## config.mk

```make
export PLATFORM = sky130hd
export DESIGN_NAME = dt_pipelined_rotator
export DESIGN_NICKNAME = d
export VERILOG_FILES = /design/src/rtl/dt_rotator_pkg.sv /design/src/rtl/dt_rotator_stage.sv /design/src/rtl/dt_pipelined_rotator.sv
export SDC_FILE = /design/constraint.sdc
export NUM_CORES = 1
export LEC_CHECK = 0
export CAP_MARGIN = 30
export CORE_UTILIZATION = 30
export DETAILED_ROUTE_END_ITERATION = 8
export DONT_BUFFER_PORTS = 1
export GPL_ROUTABILITY_DRIVEN = 0
export PLACE_DENSITY = 0.47
export SKIP_CTS_REPAIR_TIMING = 1
export SYNTH_ARGS = -nofsm -noshare
export SYNTH_HDL_FRONTEND = slang
export SYNTH_SLANG_ARGS = --single-unit
export TNS_END_PERCENT = 1
```

## constraint.sdc

```tcl
create_clock -name clk -period 20.8 [get_ports clk]
set_input_delay 4.16 -clock clk [delete_from_list [all_inputs] [get_ports clk]]
set_output_delay 4.16 -clock clk [all_outputs]
set_load 0.005 [all_outputs]
```

## src/rtl/dt_rotator_pkg.sv

```systemverilog
// Shared definitions for the DTEngine pipelined rotator: direction codes,
// per-stage control payload and the width-consistency check.
package dt_rotator_pkg;

    localparam logic DIR_LEFT  = 1'b0;
    localparam logic DIR_RIGHT = 1'b1;

    localparam int DT_ROT_DATA_WIDTH = 32;
    localparam int DT_ROT_SHIFT_BITS = 5;
    localparam int DT_ROT_TAG_WIDTH  = 8;

    // Per-word control carried alongside data/amount/tag through every stage.
    typedef struct packed {
        logic dir;
        logic logical;
    } stage_ctrl_t;

    function automatic bit shift_bits_ok(input int data_width, input int shift_bits);
        return (data_width >= 2) && (shift_bits >= 1) && (shift_bits < 31) &&
               ((1 << shift_bits) == data_width);
    endfunction

endpackage

```

## src/rtl/dt_rotator_stage.sv

```systemverilog
// One registered rotator stage: conditional rotate/shift by 2**STAGE_IDX,
// its own valid bit and the bubble-collapsing load enable.
// Zero-fill mode is compiled in only with DT_ROTATOR_LOGICAL_SHIFT_EN.
module dt_rotator_stage
    import dt_rotator_pkg::*;
#(
    parameter int DATA_WIDTH = DT_ROT_DATA_WIDTH,
    parameter int SHIFT_BITS = DT_ROT_SHIFT_BITS,
    parameter int TAG_WIDTH  = DT_ROT_TAG_WIDTH,
    parameter int STAGE_IDX  = 0
) (
    input  logic                  clk,
    input  logic                  rst,
    input  logic                  i_valid,
    input  logic [DATA_WIDTH-1:0] i_data,
    input  logic [SHIFT_BITS-1:0] i_amount,
    input  stage_ctrl_t           i_ctrl,
    input  logic [TAG_WIDTH-1:0]  i_tag,
    input  logic                  i_adv,
    output logic                  o_load,
    output logic                  o_valid,
    output logic [DATA_WIDTH-1:0] o_data,
    output logic [SHIFT_BITS-1:0] o_amount,
    output stage_ctrl_t           o_ctrl,
    output logic [TAG_WIDTH-1:0]  o_tag
);

    localparam int STEP = 1 << STAGE_IDX;

    typedef struct packed {
        logic [DATA_WIDTH-1:0] data;
        logic [SHIFT_BITS-1:0] amount;
        stage_ctrl_t           ctrl;
        logic [TAG_WIDTH-1:0]  tag;
    } payload_t;

    logic                  r_valid;
    payload_t              r_pay;
    logic                  w_load;
    logic [DATA_WIDTH-1:0] w_shl;
    logic [DATA_WIDTH-1:0] w_shr;
    logic [DATA_WIDTH-1:0] w_rot_l;
    logic [DATA_WIDTH-1:0] w_rot_r;
    logic [DATA_WIDTH-1:0] w_next_data;

    // A stage may take a new word when empty or when its occupant moves on.
    assign w_load  = !r_valid || i_adv;

    assign w_shl   = i_data << STEP;
    assign w_shr   = i_data >> STEP;
    assign w_rot_l = w_shl | (i_data >> (DATA_WIDTH - STEP));
    assign w_rot_r = w_shr | (i_data << (DATA_WIDTH - STEP));

    // NOTE: the default assignment first keeps this combinational block latch-free.
    always_comb begin
        w_next_data = i_data;
        if (i_amount[STAGE_IDX]) begin
            w_next_data = (i_ctrl.dir == DIR_RIGHT) ? w_rot_r : w_rot_l;
`ifdef DT_ROTATOR_LOGICAL_SHIFT_EN
            if (i_ctrl.logical) begin
                w_next_data = (i_ctrl.dir == DIR_RIGHT) ? w_shr : w_shl;
            end
`endif
        end
    end

`ifndef DT_ROTATOR_LOGICAL_SHIFT_EN
    logic w_unused_logical;
    assign w_unused_logical = i_ctrl.logical;
`endif

    // NOTE: state updates use non-blocking assignments so every stage samples
    // its upstream neighbour's pre-edge value; payload is reset so outputs read 0.
    always_ff @(posedge clk or posedge rst) begin
        if (rst) begin
            r_valid <= 1'b0;
            r_pay   <= '0;
        end else if (w_load) begin
            r_valid      <= i_valid;
            r_pay.data   <= w_next_data;
            r_pay.amount <= i_amount;
            r_pay.ctrl   <= i_ctrl;
            r_pay.tag    <= i_tag;
        end
    end

    assign o_load   = w_load;
    assign o_valid  = r_valid;
    assign o_data   = r_pay.data;
    assign o_amount = r_pay.amount;
    assign o_ctrl   = r_pay.ctrl;
    assign o_tag    = r_pay.tag;

endmodule

```

## src/rtl/dt_pipelined_rotator.sv

```systemverilog
// Fully pipelined barrel rotator with valid/ready flow control: SHIFT_BITS
// chained dt_rotator_stage instances. Optional in_logical port: DT_ROTATOR_LOGICAL_SHIFT_EN.
module dt_pipelined_rotator
    import dt_rotator_pkg::*;
#(
    parameter int DATA_WIDTH = DT_ROT_DATA_WIDTH,
    parameter int SHIFT_BITS = DT_ROT_SHIFT_BITS,
    parameter int TAG_WIDTH  = DT_ROT_TAG_WIDTH
) (
    input  logic                  clk,
    input  logic                  rst,
    input  logic                  in_valid,
    output logic                  in_ready,
    input  logic [DATA_WIDTH-1:0] in_data,
    input  logic [SHIFT_BITS-1:0] in_amount,
    input  logic                  in_dir,
`ifdef DT_ROTATOR_LOGICAL_SHIFT_EN
    input  logic                  in_logical,
`endif
    input  logic [TAG_WIDTH-1:0]  in_tag,
    output logic                  out_valid,
    input  logic                  out_ready,
    output logic [DATA_WIDTH-1:0] out_data,
    output logic [TAG_WIDTH-1:0]  out_tag
);

    localparam bit PARAMS_OK = shift_bits_ok(DATA_WIDTH, SHIFT_BITS);

    if (!PARAMS_OK) begin : g_param_check
        $error("dt_pipelined_rotator: DATA_WIDTH must be 2**SHIFT_BITS and at least 2");
    end

    // Index 0 is the input port side; index k+1 is the output of stage k.
    logic                  w_valid  [0:SHIFT_BITS];
    logic                  w_load   [0:SHIFT_BITS];
    logic [DATA_WIDTH-1:0] w_data   [0:SHIFT_BITS];
    logic [SHIFT_BITS-1:0] w_amount [0:SHIFT_BITS];
    stage_ctrl_t           w_ctrl   [0:SHIFT_BITS];
    logic [TAG_WIDTH-1:0]  w_tag    [0:SHIFT_BITS];

    assign w_valid[0]  = in_valid;
    assign w_data[0]   = in_data;
    assign w_amount[0] = in_amount;
    assign w_tag[0]    = in_tag;
    assign w_ctrl[0].dir = in_dir;
`ifdef DT_ROTATOR_LOGICAL_SHIFT_EN
    assign w_ctrl[0].logical = in_logical;
`else
    assign w_ctrl[0].logical = 1'b0;
`endif

    assign w_load[SHIFT_BITS] = out_ready;

    for (genvar k = 0; k < SHIFT_BITS; k++) begin : g_stage
        dt_rotator_stage #(
            .DATA_WIDTH (DATA_WIDTH),
            .SHIFT_BITS (SHIFT_BITS),
            .TAG_WIDTH  (TAG_WIDTH),
            .STAGE_IDX  (k)
        ) u_stage (
            .clk      (clk),
            .rst      (rst),
            .i_valid  (w_valid[k]),
            .i_data   (w_data[k]),
            .i_amount (w_amount[k]),
            .i_ctrl   (w_ctrl[k]),
            .i_tag    (w_tag[k]),
            .i_adv    (w_load[k+1]),
            .o_load   (w_load[k]),
            .o_valid  (w_valid[k+1]),
            .o_data   (w_data[k+1]),
            .o_amount (w_amount[k+1]),
            .o_ctrl   (w_ctrl[k+1]),
            .o_tag    (w_tag[k+1])
        );
    end

    // in_ready depends only on stage valids and out_ready, never on in_valid.
    assign in_ready  = w_load[0];
    assign out_valid = w_valid[SHIFT_BITS];
    assign out_data  = w_data[SHIFT_BITS];
    assign out_tag   = w_tag[SHIFT_BITS];

    logic w_unused_tail;
    assign w_unused_tail = ^{w_amount[SHIFT_BITS], w_ctrl[SHIFT_BITS]};

endmodule

```

==> qor.yml, run 1 <==
status: "finished with violations"
violations: "design-rule violations"
stdcell_area_um2: 12210
synth_most_common_cell: "dfrtp_1"
setup_viol: 0
antenna_found_initial: 0
fin_crit_ns: 9.477
min_path_type: "flop to flop"
multiInputGateArea_um2: 5149
synth_top_area_cell: "dfrtp_1"
grt_overflow_total: 0
skew_ns: 0.01614
rsz0062_at_grt: "no"
synth_edf_count: 0
dp_cells: 1364
synthCells: 972
power_density_nw_per_um2: 123.0
io_buffers: 0
hold_viol: 0
via_per_inst: 4.882
crit_slowest_cell: "buf_4"
area.growth.synth_to_final_pct: 11.01
drcViolationCount: 6
place_area_um2: 11300
routed_wl_um: 23660
synthDistinctLibCells: 23
synth-seq-area-share: 0.4960
synthArstFlopShare: 1.000
worst_slew_pin_slew_ns: 0.9509
startpoint_type: "primary input"
coreArea_um2: 35830
final_core_util: 0.3408
cts_htree_levels: 1
synth.top_cell.area_share: 0.4960
maxSlewViolCount: 0
drtAntennaViolNets: 0
nets: 982
timing.rr.start: "g_stage[4].u_stage.o_valid$_DFFE_PP0P_"
die-width_um: 193.5
grt_pass1_wl_um: 39330
fmax_mhz: 105.5
grt_max_degree: 87
critPathCaptureType: "output port"
peakVddDrop_v: 0.00006084
ys.flop_type: "dfrtp_1"
required_ns: 16.64
numCtsBuffers: 27
initial_core_util: 0.3070
tns_ns: 0
finalCritPeriodShare: 0.4556
path_clk_slew_ns: 0.05
track_usage: 0.1286
leakagePower_nw: 5.574
post_drt_wl_per_cell_um: 16.77
insertion_delay_ns: 0.54
ys_warn_count: 0
syn-num-nets: 1022
vias: 6889
instances_no_fill: 1411
cts_tree: "done"
ctsLongestPathBuffers: 3
numClockSinks: 218
crit_fanout: 78
cp-startpoint: "out_ready"
n_fill_cell: 3598
arrival_ns: 5.32
slew-limit-headroom: 0.3660
worstPathCellList: "and4b_2 -> buf_4 -> nand3_2"
dieHeight_um: 193.5
dr.pass1.iters: 6
ys_top_cells_by_area: "dfrtp_1, mux2i_1, mux2_2, a211oi_1, a21o_1"
maxCapViolCount: 0
synth_commonest_cells: "dfrtp_1, mux2i_1, nor2_1, mux2_2"
final-seq-area_um2: 5456
crit_type: "primary input to output port"
ys_ff_latch: 218
dpl.hpwl_um: 16360
syn_area_um2: 11000
die_area_um2: 37430
min_from: "g_stage[3].u_stage.o_valid$_DFFE_PP0P_"
first_global_vias: 6721
root_buffer: "clkbuf_16"
max_stage_delay_ns: 0.65
drt_iter0_drc: 417
layout-drive-gt1-share: 0.1905
antenna_cells: 0
ios: 92
syn_avg_cell_area_um2: 11.31
rows: 69
[through the flow]
stage	hold slack [ns]	setup slack [ns]	power (mW)
floorplan	0.4320	10.68	0.9471
global placement	0.4746	11.27	1.037
detailed placement	0.4823	11.30	1.049
CTS	0.4945	11.29	1.531
global route	0.5114	11.22	1.606
finish	0.4920	11.32	1.502
[metal layers]
layer  global-route usage  vias up  wire length, um  share of wire
met4              0.03081        0              437          0.018
met3              0.02580       32              967          0.041
met2               0.1817      115             9609           0.41
met5                    0        -                0              0
li1                     -     3428                -              -
met1               0.1980     3314            12650           0.53
[layout by cell type, fill, tap and decap left out, types with 2 or more instances in the layout]
cell type    n
clkbuf_1     6
clkbuf_8     5
buf_4       12
clkinv_2     4
nand2b_1     2
o21ai_0     32
nor2_1     128
a21o_1      64
bufinv_16    3
mux2_2      89
or2_2        3
mux2_4      28
dfrtp_1    217
nand2_1     32
a21oi_1     64
clkbuf_16   27
a211oi_1    64
mux2i_1    160
[state kept, by name (all words and copies together), names as in the netlist]
name and cells:
g_stage.u_stage.o_amount 10, g_stage.u_stage.o_ctrl 3, g_stage.u_stage.o_data 160, g_stage.u_stage.o_tag 40, g_stage.u_stage.o_valid 5
[cell families (layout without fill, tap and decap cells)]
logic type,Yosys count,count (layout),share of synthesized area
flops,218,218,0.4960
buf+inv,83,61,0.03675
compound gates,224,224,0.1311
mux,277,277,0.2750
simple gates,170,170,0.06121
[layout make-up]
type | instances | share of cell area
Multi-Input combinational cell | 671 | 0.4217
Timing Repair Buffer | 13 | 0.009018
Inverter | 1 | 0.0009223
Clock buffer | 38 | 0.06282
Tap cell | 461 | 0.04724
Sequential cell | 218 | 0.4469
Clock inverter | 9 | 0.01138
[report_power, final]
group | total [mW] | switching, mW | internal [mW] | leakage [nW]
registers | 0.681 | 0.125 | 0.556 | 2.51
logic | 0.350 | 0.170 | 0.180 | 2.62
clock network | 0.471 | 0.177 | 0.293 | 0.448
[final timing paths]
check | cells past startpoint | end | slack (ns)
min reg2reg | 1 | g_stage[4].u_stage.o_valid$_DFFE_PP0P_ | 0.49
min in group asynchronous | 1 | g_stage[4].u_stage.o_tag[2]$_DFFE_PP0P_ | 3.53
max in group asynchronous | 2 | g_stage[0].u_stage.o_amount[1]$_DFFE_PP0P_ | 15.89
min | 1 | g_stage[4].u_stage.o_valid$_DFFE_PP0P_ | 0.49
max reg2reg | 5 | g_stage[0].u_stage.o_data[4]$_DFFE_PP0P_ | 18.31
max | 3 | in_ready | 11.32
[critical path: cells and delay by family]
| kind | cells | cell delay [ns] |
|---|---|---|
| and+or+nand+nor | 2 | 0.47 |
| buffers and inverters | 1 | 0.65 |
Power figures use the tool's default switching activity.
==> inputs of run 2 (changes only) <==
- clock period: 20.8 -> 9.9 ns (I/O delays scaled with it)
==> qor.yml, run 2 (synthesized netlist as in run 1, its figures left out) <==
place_area_um2: 11300  # unchanged
final_core_util: 0.3396  # -0.001188
slew-limit-headroom: 0.3605  # -0.005498
maxSlewViolCount: 0  # unchanged
rsz0062_at_grt: "no"
worstPathCellList: "and4b_2 -> buf_4 -> nand3_2"
dieHeight_um: 193.5  # unchanged
ios: 92  # unchanged
whs_ns: 0.4735  # -0.01850 ns
layout_common_cells: "dfrtp_1, mux2i_1, nor2_1, mux2_2"
nets: 981  # -0.10%
area.growth.synth_to_final_pct: 10.63
pre_cts_ws_ns: 4.769  # -6.530 ns
numCtsBuffers: 25  # -7.4%
violations: "design-rule violations"
fmax_mhz: 196.2
maxCapViolCount: 0  # unchanged
instances_no_fill: 1410  # -0.071%
vias: 6846  # -0.62%
drt_iter0_drc: 468  # +12%
insertion_delay_ns: 0.53  # about the same
track_usage: 0.1286  # about the same
status: "finished with violations"
p_total_mw: 3.091  # +110%
layout_commonest_cell: "dfrtp_1"
drtAntennaViolNets: 0  # unchanged
initial_core_util: 0.3070  # unchanged
finalWorstSetupSlack_ns: 4.804  # -6.519 ns
rows: 69  # unchanged
cts_htree_levels: 1  # unchanged
cts_tree: "done"
n_fill_cell: 3565  # -0.92%
numClockSinks: 218  # unchanged
worst_slew_pin_slew_ns: 0.9592  # +0.008248 ns
dp_cells: 1364  # unchanged
grt_overflow_total: 0  # unchanged
crit_slowest_cell: "buf_4"
grt_max_degree: 82  # -5.7%
dpl.hpwl_um: 16390  # +0.20%
post_drt_wl_per_cell_um: 16.80  # +0.16%
largest_reg_flops: 160  # unchanged
routed_wl_um: 23680  # about the same
io_buffers: 0  # unchanged
die_area_um2: 37430  # unchanged
root_buffer: "clkbuf_16"
stdcell_area_um2: 12170  # -0.35%
critPathCaptureType: "output port"
power_density_nw_per_um2: 254.0  # +110%
startpoint_type: "primary input"
hold_viol: 0  # unchanged
min_path_type: "flop to flop"
peakVddDrop_v: 0.0001156  # +90%
fin_crit_ns: 5.096
max_stage_delay_ns: 0.64  # about the same
path_clk_slew_ns: 0.06  # about the same
tns_ns: 0  # unchanged
skew_ns: 0.01011  # -0.006034 ns
layout-drive-gt1-share: 0.1918  # +0.001255
grt_pass1_wl_um: 39230  # -0.25%
first_global_vias: 6672  # -0.73%
die-width_um: 193.5  # unchanged
required_ns: 7.92  # -8.72 ns
antenna_found_initial: 0  # unchanged
setup_viol: 0  # unchanged
crit_type: "primary input to output port"
antenna_cells: 0  # unchanged
ctsLongestPathBuffers: 3  # unchanged
finalCritPeriodShare: 0.5148
dr.pass1.iters: 8  # +2
drcViolationCount: 6  # unchanged
crit_fanout: 78  # unchanged
leakagePower_nw: 5.549  # -0.45%
arrival_ns: 3.12  # -2.20 ns
via_per_inst: 4.855  # -0.55%
coreArea_um2: 35830  # unchanged
==> run 2: changes by cell type in the layout (fill, tap and decap cells not counted) <==
cell	delta
clkinvlp_4	+2
buf_16	+1
bufinv_16	-2
clkinv_4	-1
clkbuf_8	+3
clkbuf_1	-2
clkbuf_16	-2
==> run 2: worst max-delay path, delay by kind of cell <==
family	cells	cell delay, ns
buffers and inverters	1	0.64
and+or+nand+nor	2	0.47
==> run 2: worst paths after layout <==
check / startpoint / to / slack (ns) / depth (start not counted)
min reg2reg: g_stage[2].u_stage.o_valid$_DFFE_PP0P_ / g_stage[3].u_stage.o_valid$_DFFE_PP0P_ / 0.47 / 1
min in group asynchronous: rst / g_stage[4].u_stage.o_tag[4]$_DFFE_PP0P_ / 1.35 / 1
min: g_stage[2].u_stage.o_valid$_DFFE_PP0P_ / g_stage[3].u_stage.o_valid$_DFFE_PP0P_ / 0.47 / 1
max in group asynchronous: rst / g_stage[3].u_stage.o_data[24]$_DFFE_PP0P_ / 7.24 / 2
max: out_ready / in_ready / 4.80 / 3
max reg2reg: g_stage[4].u_stage.o_valid$_DFFE_PP0P_ / g_stage[0].u_stage.o_data[11]$_DFFE_PP0P_ / 7.42 / 5
==> run 2: final cells by class <==
cell class | instances | area, um2 | area share
sequential | 218 | 5456 | 0.4485
multi-input combinational | 671 | 5149 | 0.4232
clock buffer | 37 | 750.7 | 0.06170
tap | 461 | 576.8 | 0.04741
timing repair buffer | 14 | 137.6 | 0.01131
clock inverter | 8 | 85.08 | 0.006993
inverter | 1 | 11.26 | 0.0009255
==> run 2: power by group <==
group | switching (mW) | internal, mW | leakage [nW] | total (mW)
logic | 0.350 | 0.379 | 2.63 | 0.729
registers | 0.270 | 1.17 | 2.51 | 1.44
clock network | 0.372 | 0.552 | 0.410 | 0.924
==> run 2: metal layers <==
| metal | routed length [um] | track usage |
|---|---|---|
| met1 | 12740 | 0.2000 |
| met2 | 9492 | 0.1781 |
| met3 | 985 | 0.02650 |
| met4 | 460 | 0.03141 |
| met5 | 0 | 0 |
==> inputs of run 3 (changes only) <==
- PLACE_DENSITY: 0.47 -> 0.48
- clock period: 9.9 -> 4.35 ns (I/O delays scaled with it)
==> qor.yml, run 3 (synthesized netlist as in run 1, its figures left out) <==
violations: "design-rule violations"
cts_tree: "done"
grt_pass1_wl_um: 38790  # -1.1%
slew-limit-headroom: 0.3377  # -0.02280
rows: 69  # unchanged
max_stage_delay_ns: 0.43  # -0.21 ns
arrival_ns: 1.70  # -1.42 ns
via_per_inst: 4.846  # -0.18%
insertion_delay_ns: 0.54  # about the same
finalCritPeriodShare: 0.5902
stdcell_area_um2: 12170  # about the same
drt_iter0_drc: 362  # -23%
io_buffers: 0  # unchanged
ctsLongestPathBuffers: 3  # unchanged
first_global_vias: 6661  # -0.16%
numClockSinks: 218  # unchanged
fin_crit_ns: 2.567
final-seq-area_um2: 5458  # about the same
tns_ns: 0  # unchanged
dr.pass1.iters: 7  # -1
skew_ns: 0.02061  # +0.01051 ns
rsz0062_at_grt: "no"
numCtsBuffers: 26  # +4.0%
startpoint_type: "flop"
dpl.hpwl_um: 16340  # -0.30%
grt_overflow_total: 0  # unchanged
crit_type: "flop to output port"
required_ns: 3.48  # -4.44 ns
hold_viol: 0  # unchanged
critPathCaptureType: "output port"
nets: 980  # -0.10%
crit_slowest_cell: "dfrtp_1"
cts_htree_levels: 1  # unchanged
layout_common_cells: "dfrtp_1, mux2i_1, nor2_1, mux2_2"
place_area_um2: 11320  # +0.13%
layout_commonest_cell: "dfrtp_1"
post_drt_wl_per_cell_um: 16.72  # -0.43%
crit_fanout: 10  # -87%
pre_cts_ws_ns: 1.721  # -3.048 ns
worstPathCellList: "and4b_2 -> nand3_2"
dp_cells: 1363  # -0.073%
finalWorstSetupSlack_ns: 1.783  # -3.021 ns
die-width_um: 193.5  # unchanged
maxSlewViolCount: 0  # unchanged
peakVddDrop_v: 0.0002779  # +140%
area.growth.synth_to_final_pct: 10.64  # about the same
root_buffer: "clkbuf_16"
power_density_nw_per_um2: 580.7  # +130%
leakagePower_nw: 5.539  # -0.19%
layout-drive-gt1-share: 0.1871  # -0.004677
dieHeight_um: 193.5  # unchanged
maxCapViolCount: 0  # unchanged
antenna_found_initial: 0  # unchanged
setup_viol: 0  # unchanged
ios: 92  # unchanged
routed_wl_um: 23530  # -0.65%
coreArea_um2: 35830  # unchanged
path_clk_slew_ns: 0.06  # about the same
drcViolationCount: 10  # +4
fmax_mhz: 389.5
status: "finished with violations"
grt_max_degree: 116  # +41%
n_fill_cell: 3587  # +0.62%
die_area_um2: 37430  # unchanged
initial_core_util: 0.3070  # unchanged
largest_reg_flops: 160  # unchanged
instances_no_fill: 1407  # -0.21%
vias: 6819  # -0.39%
multiInputGateArea_um2: 5149  # unchanged
min_path_type: "primary input to async pin"
antenna_cells: 0  # unchanged
track_usage: 0.1269  # -0.001649
worst_slew_pin_slew_ns: 0.9934  # +0.03421 ns
drtAntennaViolNets: 0  # unchanged
==> run 3: cell count changes in the layout (fill, tap and decap cells not counted), sizes merged <==
cell,change
buf,-2
bufinv,+1
inv,-2
clkbuf,+2
clkinvlp,-1
clkinv,-1
==> run 3: stage by stage <==
stage	hold WS, ns	total power [mW]	util
2_1_floorplan	0.4320	4.529	-
3_3_place_gp	0.4579	4.949	0.3153
3_5_place_dp	0.4570	5.007	0.3159
4_1_cts	0.05465	7.190	0.3396
5_1_grt	0.06622	7.537	0.3396
6_report	0.09065	7.066	0.3396
==> run 3: path summary, 6_finish.rpt <==
check | startpoint | slack, ns | cells past startpoint | endpoint
setup / recovery | g_stage[4].u_stage.o_valid$_DFFE_PP0P_ | 1.78 | 2 | in_ready
hold / removal | rst | 0.09 | 1 | g_stage[4].u_stage.o_tag[2]$_DFFE_PP0P_
max in group asynchronous | rst | 3.42 | 2 | g_stage[1].u_stage.o_data[29]$_DFFE_PP0P_
min in group clk | in_valid | 0.46 | 1 | g_stage[0].u_stage.o_valid$_DFFE_PP0P_
hold reg to reg | g_stage[2].u_stage.o_valid$_DFFE_PP0P_ | 0.46 | 1 | g_stage[3].u_stage.o_valid$_DFFE_PP0P_
setup reg to reg | g_stage[4].u_stage.o_valid$_DFFE_PP0P_ | 2.15 | 4 | g_stage[0].u_stage.o_data[16]$_DFFE_PP0P_
==> run 3: report_power, final <==
part	switching (mW)	leakage, nW	internal, mW
Combinational	0.753	2.62	0.860
Sequential	0.655	2.51	2.66
Clock	0.824	0.415	1.31
Total	2.23	5.54	4.83
==> run 3: area by class of cell <==
class	instances	area share
flip-flops and latches	218	0.4485
multi-input cells	671	0.4231
clock buffers	39	0.06242
well taps	461	0.04740
repair buffers	12	0.01049
clock inverters	5	0.007404
inverters	1	0.0006170
==> run 3: worst max-delay path, delay by kind of cell (launching register included) <==
kind             cells  cell delay, ns
AND/OR/NAND/NOR      2            0.72
flip-flops           1            0.43
==> run 3: layer usage <==
| metal | track usage | up-vias | routed length, um |
|---|---|---|---|
| li1 | - | 3418 | - |
| met1 | 0.1981 | 3250 | 12670 |
| met2 | 0.1774 | 117 | 9441 |
| met3 | 0.02441 | 34 | 961 |
| met4 | 0.02904 | 0 | 458 |
| met5 | 0 | - | 0 |
